[src/rtl/datapath_seq.sv]
// Sequenced register-file datapath: one register-to-register operation per accepted
// command, with a barrel-shifted B operand, status flags and a selectable writeback source.
//
// state | meaning
// IDLE  | waiting for a command, cmd_ready high
// RD_A  | A <= R[rn]
// RD_B  | B <= R[rm]
// EXEC  | C <= ALU result, flags updated when setflags
// WB    | done pulse, R[rd] written at the end of the cycle when wb
module datapath_seq #(
  parameter int WIDTH = 16,
  parameter int NREGS = 8,
  parameter int PC_W  = 9,
  localparam int AW  = $clog2(NREGS),
  localparam int SHW = $clog2(WIDTH)
) (
  input  logic             clk,
  input  logic             rst_n,
  input  logic             cmd_valid,
  output logic             cmd_ready,
  input  logic [1:0]       cmd_op,
  input  logic [AW-1:0]    cmd_rn,
  input  logic [AW-1:0]    cmd_rm,
  input  logic [AW-1:0]    cmd_rd,
  input  logic [1:0]       cmd_shift,
  input  logic [SHW-1:0]   cmd_shamt,
  input  logic             cmd_asel,
  input  logic             cmd_bsel,
  input  logic [WIDTH-1:0] cmd_imm,
  input  logic [1:0]       cmd_vsel,
  input  logic             cmd_wb,
  input  logic             cmd_setflags,
  input  logic [PC_W-1:0]  pc,
  input  logic [WIDTH-1:0] mdata,
  output logic             done,
  output logic [WIDTH-1:0] datapath_out,
  output logic             Z_out,
  output logic             N_out,
  output logic             V_out,
  input  logic [AW-1:0]    dbg_addr,
  output logic [WIDTH-1:0] dbg_data
);

  typedef enum logic [2:0] {
    S_IDLE = 3'd0,
    S_RD_A = 3'd1,
    S_RD_B = 3'd2,
    S_EXEC = 3'd3,
    S_WB   = 3'd4
  } state_t;

  state_t state, state_nxt;
  logic   accept, ld_a, ld_b, ld_c, wr_en;

  logic [1:0]       q_op, q_shift, q_vsel;
  logic [AW-1:0]    q_rn, q_rm, q_rd;
  logic [SHW-1:0]   q_shamt;
  logic             q_asel, q_bsel, q_wb, q_sf;
  logic [WIDTH-1:0] q_imm;

  logic [WIDTH-1:0] regs [NREGS];
  logic [WIDTH-1:0] a_reg, b_reg, c_reg;
  logic             z_reg, n_reg, v_reg;

  logic [WIDTH-1:0] b_sh, ain, bin, alu_res, wdata;
  logic             alu_v;

  always_ff @(posedge clk or negedge rst_n) begin
    if (!rst_n) state <= S_IDLE;
    else        state <= state_nxt;
  end

  always_comb begin
    state_nxt = state;
    cmd_ready = 1'b0;
    done      = 1'b0;
    ld_a      = 1'b0;
    ld_b      = 1'b0;
    ld_c      = 1'b0;
    wr_en     = 1'b0;
    case (state)
      S_IDLE: begin
        cmd_ready = 1'b1;
        if (cmd_valid) state_nxt = S_RD_A;
      end
      S_RD_A: begin
        ld_a      = 1'b1;
        state_nxt = S_RD_B;
      end
      S_RD_B: begin
        ld_b      = 1'b1;
        state_nxt = S_EXEC;
      end
      S_EXEC: begin
        ld_c      = 1'b1;
        state_nxt = S_WB;
      end
      S_WB: begin
        done      = 1'b1;
        wr_en     = q_wb;
        state_nxt = S_IDLE;
      end
      default: state_nxt = S_IDLE;
    endcase
  end

  assign accept = cmd_valid & cmd_ready;

  always_ff @(posedge clk or negedge rst_n) begin
    if (!rst_n) begin
      q_op    <= '0;
      q_rn    <= '0;
      q_rm    <= '0;
      q_rd    <= '0;
      q_shift <= '0;
      q_shamt <= '0;
      q_asel  <= 1'b0;
      q_bsel  <= 1'b0;
      q_imm   <= '0;
      q_vsel  <= '0;
      q_wb    <= 1'b0;
      q_sf    <= 1'b0;
    end else if (accept) begin
      q_op    <= cmd_op;
      q_rn    <= cmd_rn;
      q_rm    <= cmd_rm;
      q_rd    <= cmd_rd;
      q_shift <= cmd_shift;
      q_shamt <= cmd_shamt;
      q_asel  <= cmd_asel;
      q_bsel  <= cmd_bsel;
      q_imm   <= cmd_imm;
      q_vsel  <= cmd_vsel;
      q_wb    <= cmd_wb;
      q_sf    <= cmd_setflags;
    end
  end

  always_comb begin
    case (q_shift)
      2'b01:   b_sh = b_reg << q_shamt;
      2'b10:   b_sh = b_reg >> q_shamt;
      2'b11:   b_sh = $unsigned($signed(b_reg) >>> q_shamt);
      default: b_sh = b_reg;
    endcase
  end

  assign ain = q_asel ? '0 : a_reg;
  assign bin = q_bsel ? q_imm : b_sh;

  // overflow: operands of matching effective sign produce a result of the other sign
  always_comb begin
    alu_res = '0;
    alu_v   = 1'b0;
    case (q_op)
      2'b00: begin
        alu_res = ain + bin;
        alu_v   = (ain[WIDTH-1] == bin[WIDTH-1]) && (alu_res[WIDTH-1] != ain[WIDTH-1]);
      end
      2'b01: begin
        alu_res = ain - bin;
        alu_v   = (ain[WIDTH-1] != bin[WIDTH-1]) && (alu_res[WIDTH-1] != ain[WIDTH-1]);
      end
      2'b10:   alu_res = ain & bin;
      default: alu_res = ~bin;
    endcase
  end

  always_comb begin
    case (q_vsel)
      2'b00:   wdata = c_reg;
      2'b01:   wdata = WIDTH'(pc);
      2'b10:   wdata = q_imm;
      default: wdata = mdata;
    endcase
  end

  always_ff @(posedge clk or negedge rst_n) begin
    if (!rst_n) begin
      a_reg <= '0;
      b_reg <= '0;
      c_reg <= '0;
      z_reg <= 1'b0;
      n_reg <= 1'b0;
      v_reg <= 1'b0;
    end else begin
      if (ld_a) a_reg <= regs[q_rn];
      if (ld_b) b_reg <= regs[q_rm];
      if (ld_c) begin
        c_reg <= alu_res;
        if (q_sf) begin
          z_reg <= (alu_res == '0);
          n_reg <= alu_res[WIDTH-1];
          v_reg <= alu_v;
        end
      end
    end
  end

  always_ff @(posedge clk or negedge rst_n) begin
    if (!rst_n) begin
      for (int i = 0; i < NREGS; i++) regs[i] <= '0;
    end else if (wr_en) begin
      regs[q_rd] <= wdata;
    end
  end

  assign datapath_out = c_reg;
  assign Z_out        = z_reg;
  assign N_out        = n_reg;
  assign V_out        = v_reg;
  assign dbg_data     = regs[dbg_addr];

endmodule
[config.mk]
export PLATFORM = sky130hd
export DESIGN_NAME = datapath_seq
export DESIGN_NICKNAME = d
export VERILOG_FILES = /design/src/rtl/datapath_seq.sv
export SDC_FILE = /design/constraint.sdc
export NUM_CORES = 1
export LEC_CHECK = 0
export CAP_MARGIN = 30
export CORE_MARGIN = 1
export CORE_UTILIZATION = 55
export DETAILED_ROUTE_END_ITERATION = 10
export MAX_ROUTING_LAYER = met4
export PLACE_DENSITY_LB_ADDON = 0.05
export SLEW_MARGIN = 20
export SYNTH_ARGS = -nofsm -noshare
export SYNTH_HDL_FRONTEND = slang
export SYNTH_SLANG_ARGS = --single-unit
[constraint.sdc]
create_clock -name clk -period 13.26 [get_ports clk]
set_clock_uncertainty 0.15 [all_clocks]
set_input_delay 3.315 -clock clk [delete_from_list [all_inputs] [get_ports clk]]
set_output_delay 3.315 -clock clk [all_outputs]
set_load 0.005 [all_outputs]
==> summary.txt <==
Worst setup path
  – Worst path required time: 9800 ps
  – Most used cell, CP: clkdlybuf4s50_1
  – Critical Path Max Stage Delay: 460 ps
  – Worst Setup End Kind: output pin
  – Max stage delay cell, worst path: clkdlybuf4s50_1
  – Crit. path cell count: 5
  – Crit Path Max Fanout: 32
  – Worst r2r path cells: 16
  – Crit path launch type: input port
  – Worst Setup Path Type: input port to output pin
  – Cell family contributing the most delay on the critical path: buffers and inverters
  – Crit path arrival time: 5360 ps
  – Crit path buf inv count: 3
  – CP cell instances: clkdlybuf4s50_1, buf_4, mux4_2, mux2_2, clkdlybuf4s50_1

Detailed routing
  – Vias per cell: 6.60
  – Routed Wire Length: 47000 um
  – Avg WL per Cell: 25.4 um
  – Number of routed nets with antenna violations: 0
  – # DRC: 0
  – Via count: 12200
  – DR pass1 iterations: 6
  – Iteration-0 DRC Markers: 1221

Logic synthesis
  – Cell Area, Synth: 15300 sq um
  – Syn Inst Count: 1414
  – Compound-Gate Fraction of Synth Area: 12.5%
  – Async S/R FF share, synth: 100%
  – Post-Synthesis Net Count: 1518
  – Synth area leader: dfrtp_1
  – Area share of the largest cell type after synthesis: 36.1%
  – Post-synth EDFFs: 0
  – Synthesized-area fraction occupied by adder cells: 2.88%
  – Top cells by area, synth: dfrtp_1, mux4_2, mux2_2, mux2i_1, a21oi_1
  – Top FF cell, synth: dfrtp_1
  – Synth warnings: 0
  – Most common cell in the netlist: dfrtp_1
  – Mux cell area share after synthesis: 32.0%
  – Synth Area in Simple Gates: 11.6%
  – Seq/Total Area, Yosys: 36.1%
  – Largest family of logic cells by synthesized area: multiplexers
  – Synth Area in XOR/XNOR: 0.686%
  – Synth cell count leaders: dfrtp_1, mux2_2, nor2_1
  – Unique masters post-synth: 80
  – Yosys reg bits: 221
  – Syn avg cell area: 10.8 sq um

Timing
  – WHS: 338 ps
  – RSZ-0062 raised after global routing: false
  – Fin. max-slew vios: 0
  – FMAX: 0.113 GHz
  – Final setup fails: 0
  – Final WS setup: 4430 ps
  – Fin crit share: 66.6%
  – Total negative slack: 0 ps
  – Min Tclk post-route: 8830 ps
  – Relative slew slack: 24.1%
  – Worst slew pin tran: 1140 ps
  – Final Hold Fails: 0

Power and ir drop
  – Switch Pwr: 2560 uW
  – PnR Total Power: 5410 uW
  – P_leak: 0.00714 uW
  – Cell Pwr Density: 309 nW/um^2
  – Seq pwr share: 24.4%
  – Clock share of power: 13.1%
  – P_int: 2850 uW
  – Peak supply drop: 0.151 mV
  – Switching Fraction: 47.3%
  – Combinational share of power: 62.5%

Worst hold path
  – WHS Path Cells: 2
  – Worst Hold Class: flip-flop to flip-flop

Floorplanning
  – Rows: 60
  – Top Ports: 107
  – Die Area: 28500 sq um
  – Core area: 27100 sq um
  – Die W: 169 um
  – Initial Utilization: 56.5%
  – Die Y: 169 um

Global routing
  – Global route overflow: 0
  – Largest net degree at the start of global routing: 78
  – First-pass GRT wire length: 72500 um
  – Total GRT Usage: 34.6%
  – Vias in the first global route: 11700
  – Initial antenna violation count: 1

Placement
  – Dpl hpwl: 32600 um
  – Final Wtd Congestion: 0.985
  – Placed insts: 1806
  – I/O Buffers: 106
  – Pre-CTS WS: 4440 ps

Clocking
  – Clk root buf: clkbuf_16
  – Clk slew on worst S/H paths: 60 ps
  – CTS tree: built
  – Post-CTS sizing: 0
  – H-tree levels: 1
  – Post-CTS setup buffers: 0
  – CTS Buf Count: 26
  – Clock buffer depth: 3
  – Clock sink count: 221
  – Cts hold-fix bufs: 0
  – Worst-Skew Late Latency: 560 ps

Flow run
  – Total of max-cap violations: 0

Cells and area
  – Finished Layout Cells: 1850
  – Largest Register: regs
  – Share of cells above drive strength 1: 24.5%
  – Max reg flops: 128
  – Final net count: 1566
  – Area grow syn2layout: 14.3%
  – Antenna diodes: 0

Run status
  – Status: finished clean
worst min-delay path, cell delays in order, from the launching register on:
cell and delay, ps:
dfrtp_1 350, nand2_1 50, o31ai_1 50
layout make-up:
cell class                      instances  area [sq um]
Clock buffer                           38           726
Clock inverter                          6           115
Fill cell                            2176          9590
Inverter                               37           139
Multi-Input combinational cell       1035          9160
Sequential cell                       221          5540
Tap cell                              372           465
Timing Repair Buffer                  141          1370
power groups by stage:
stage                     Clock (uW)  Combinational (uW)  Sequential, uW
after floorplan                    0                2540            1110
after global placement             0                3280            1300
after detailed placement           0                3310            1320
after CTS                        724                3330            1310
after global routing             745                3630            1360
final                            711                3380            1320
logic make-up (layout without fill, tap and decap cells):
logic type               Yosys count  after routing
AO/OA/AOI/OAI                    300            300
XOR/XNOR                          12             12
adder cells (fa/ha/maj)           34             34
buffers and inverters            158            222
flip-flops                       221            221
multiplexers                     317            317
AND/OR/NAND/NOR                  372            372
cells in the final DEF (no fill, tap or decap), drive strengths merged, types with 18 or more instances in the layout:
cell type,Yosys,layout
a21oi,97,97
buf,36,37
clkbuf,85,38
clkdlybuf4s50,0,104
dfrtp,221,221
ha,32,32
inv,34,35
mux2,136,136
mux2i,57,57
mux4,124,124
nand2,109,109
nand3,18,18
nor2,126,126
nor2b,28,28
nor3,18,18
o21ai,76,76
stage by stage:
stage | utilization, % | instance area [sq um]
floorplan | - | 15300
finish | 64.6 | 17500
CTS | 64.6 | 17500
global placement | 61.2 | 16600
detailed placement | 61.5 | 16700
global route | 64.6 | 17500
path summary, 6_finish.rpt:
path / startpoint / end / slack [ps]
max reg2reg: q_shamt[1]$_DFFE_PN0P_ / Z_out$_DFFE_PN0P_ / 7520
max: dbg_addr[1] / dbg_data[11] / 4430
min in group asynchronous: rst_n / q_shift[0]$_DFFE_PN0P_ / 2590
min: V_out$_DFFE_PN0P_ / V_out$_DFFE_PN0P_ / 340
min reg2reg: V_out$_DFFE_PN0P_ / V_out$_DFFE_PN0P_ / 340
max in group asynchronous: rst_n / regs[86]$_DFFE_PN0P_ / 9050
routing by layer:
layer	up-vias	part of all wire [%]	track usage [%]
met1	6139	42	46.8
met5	-	0	-
met3	107	7.7	5.00
met2	562	47	54.2
met4	0	3.7	11.3
li1	5408	-	-
Power figures use the tool's default switching activity.
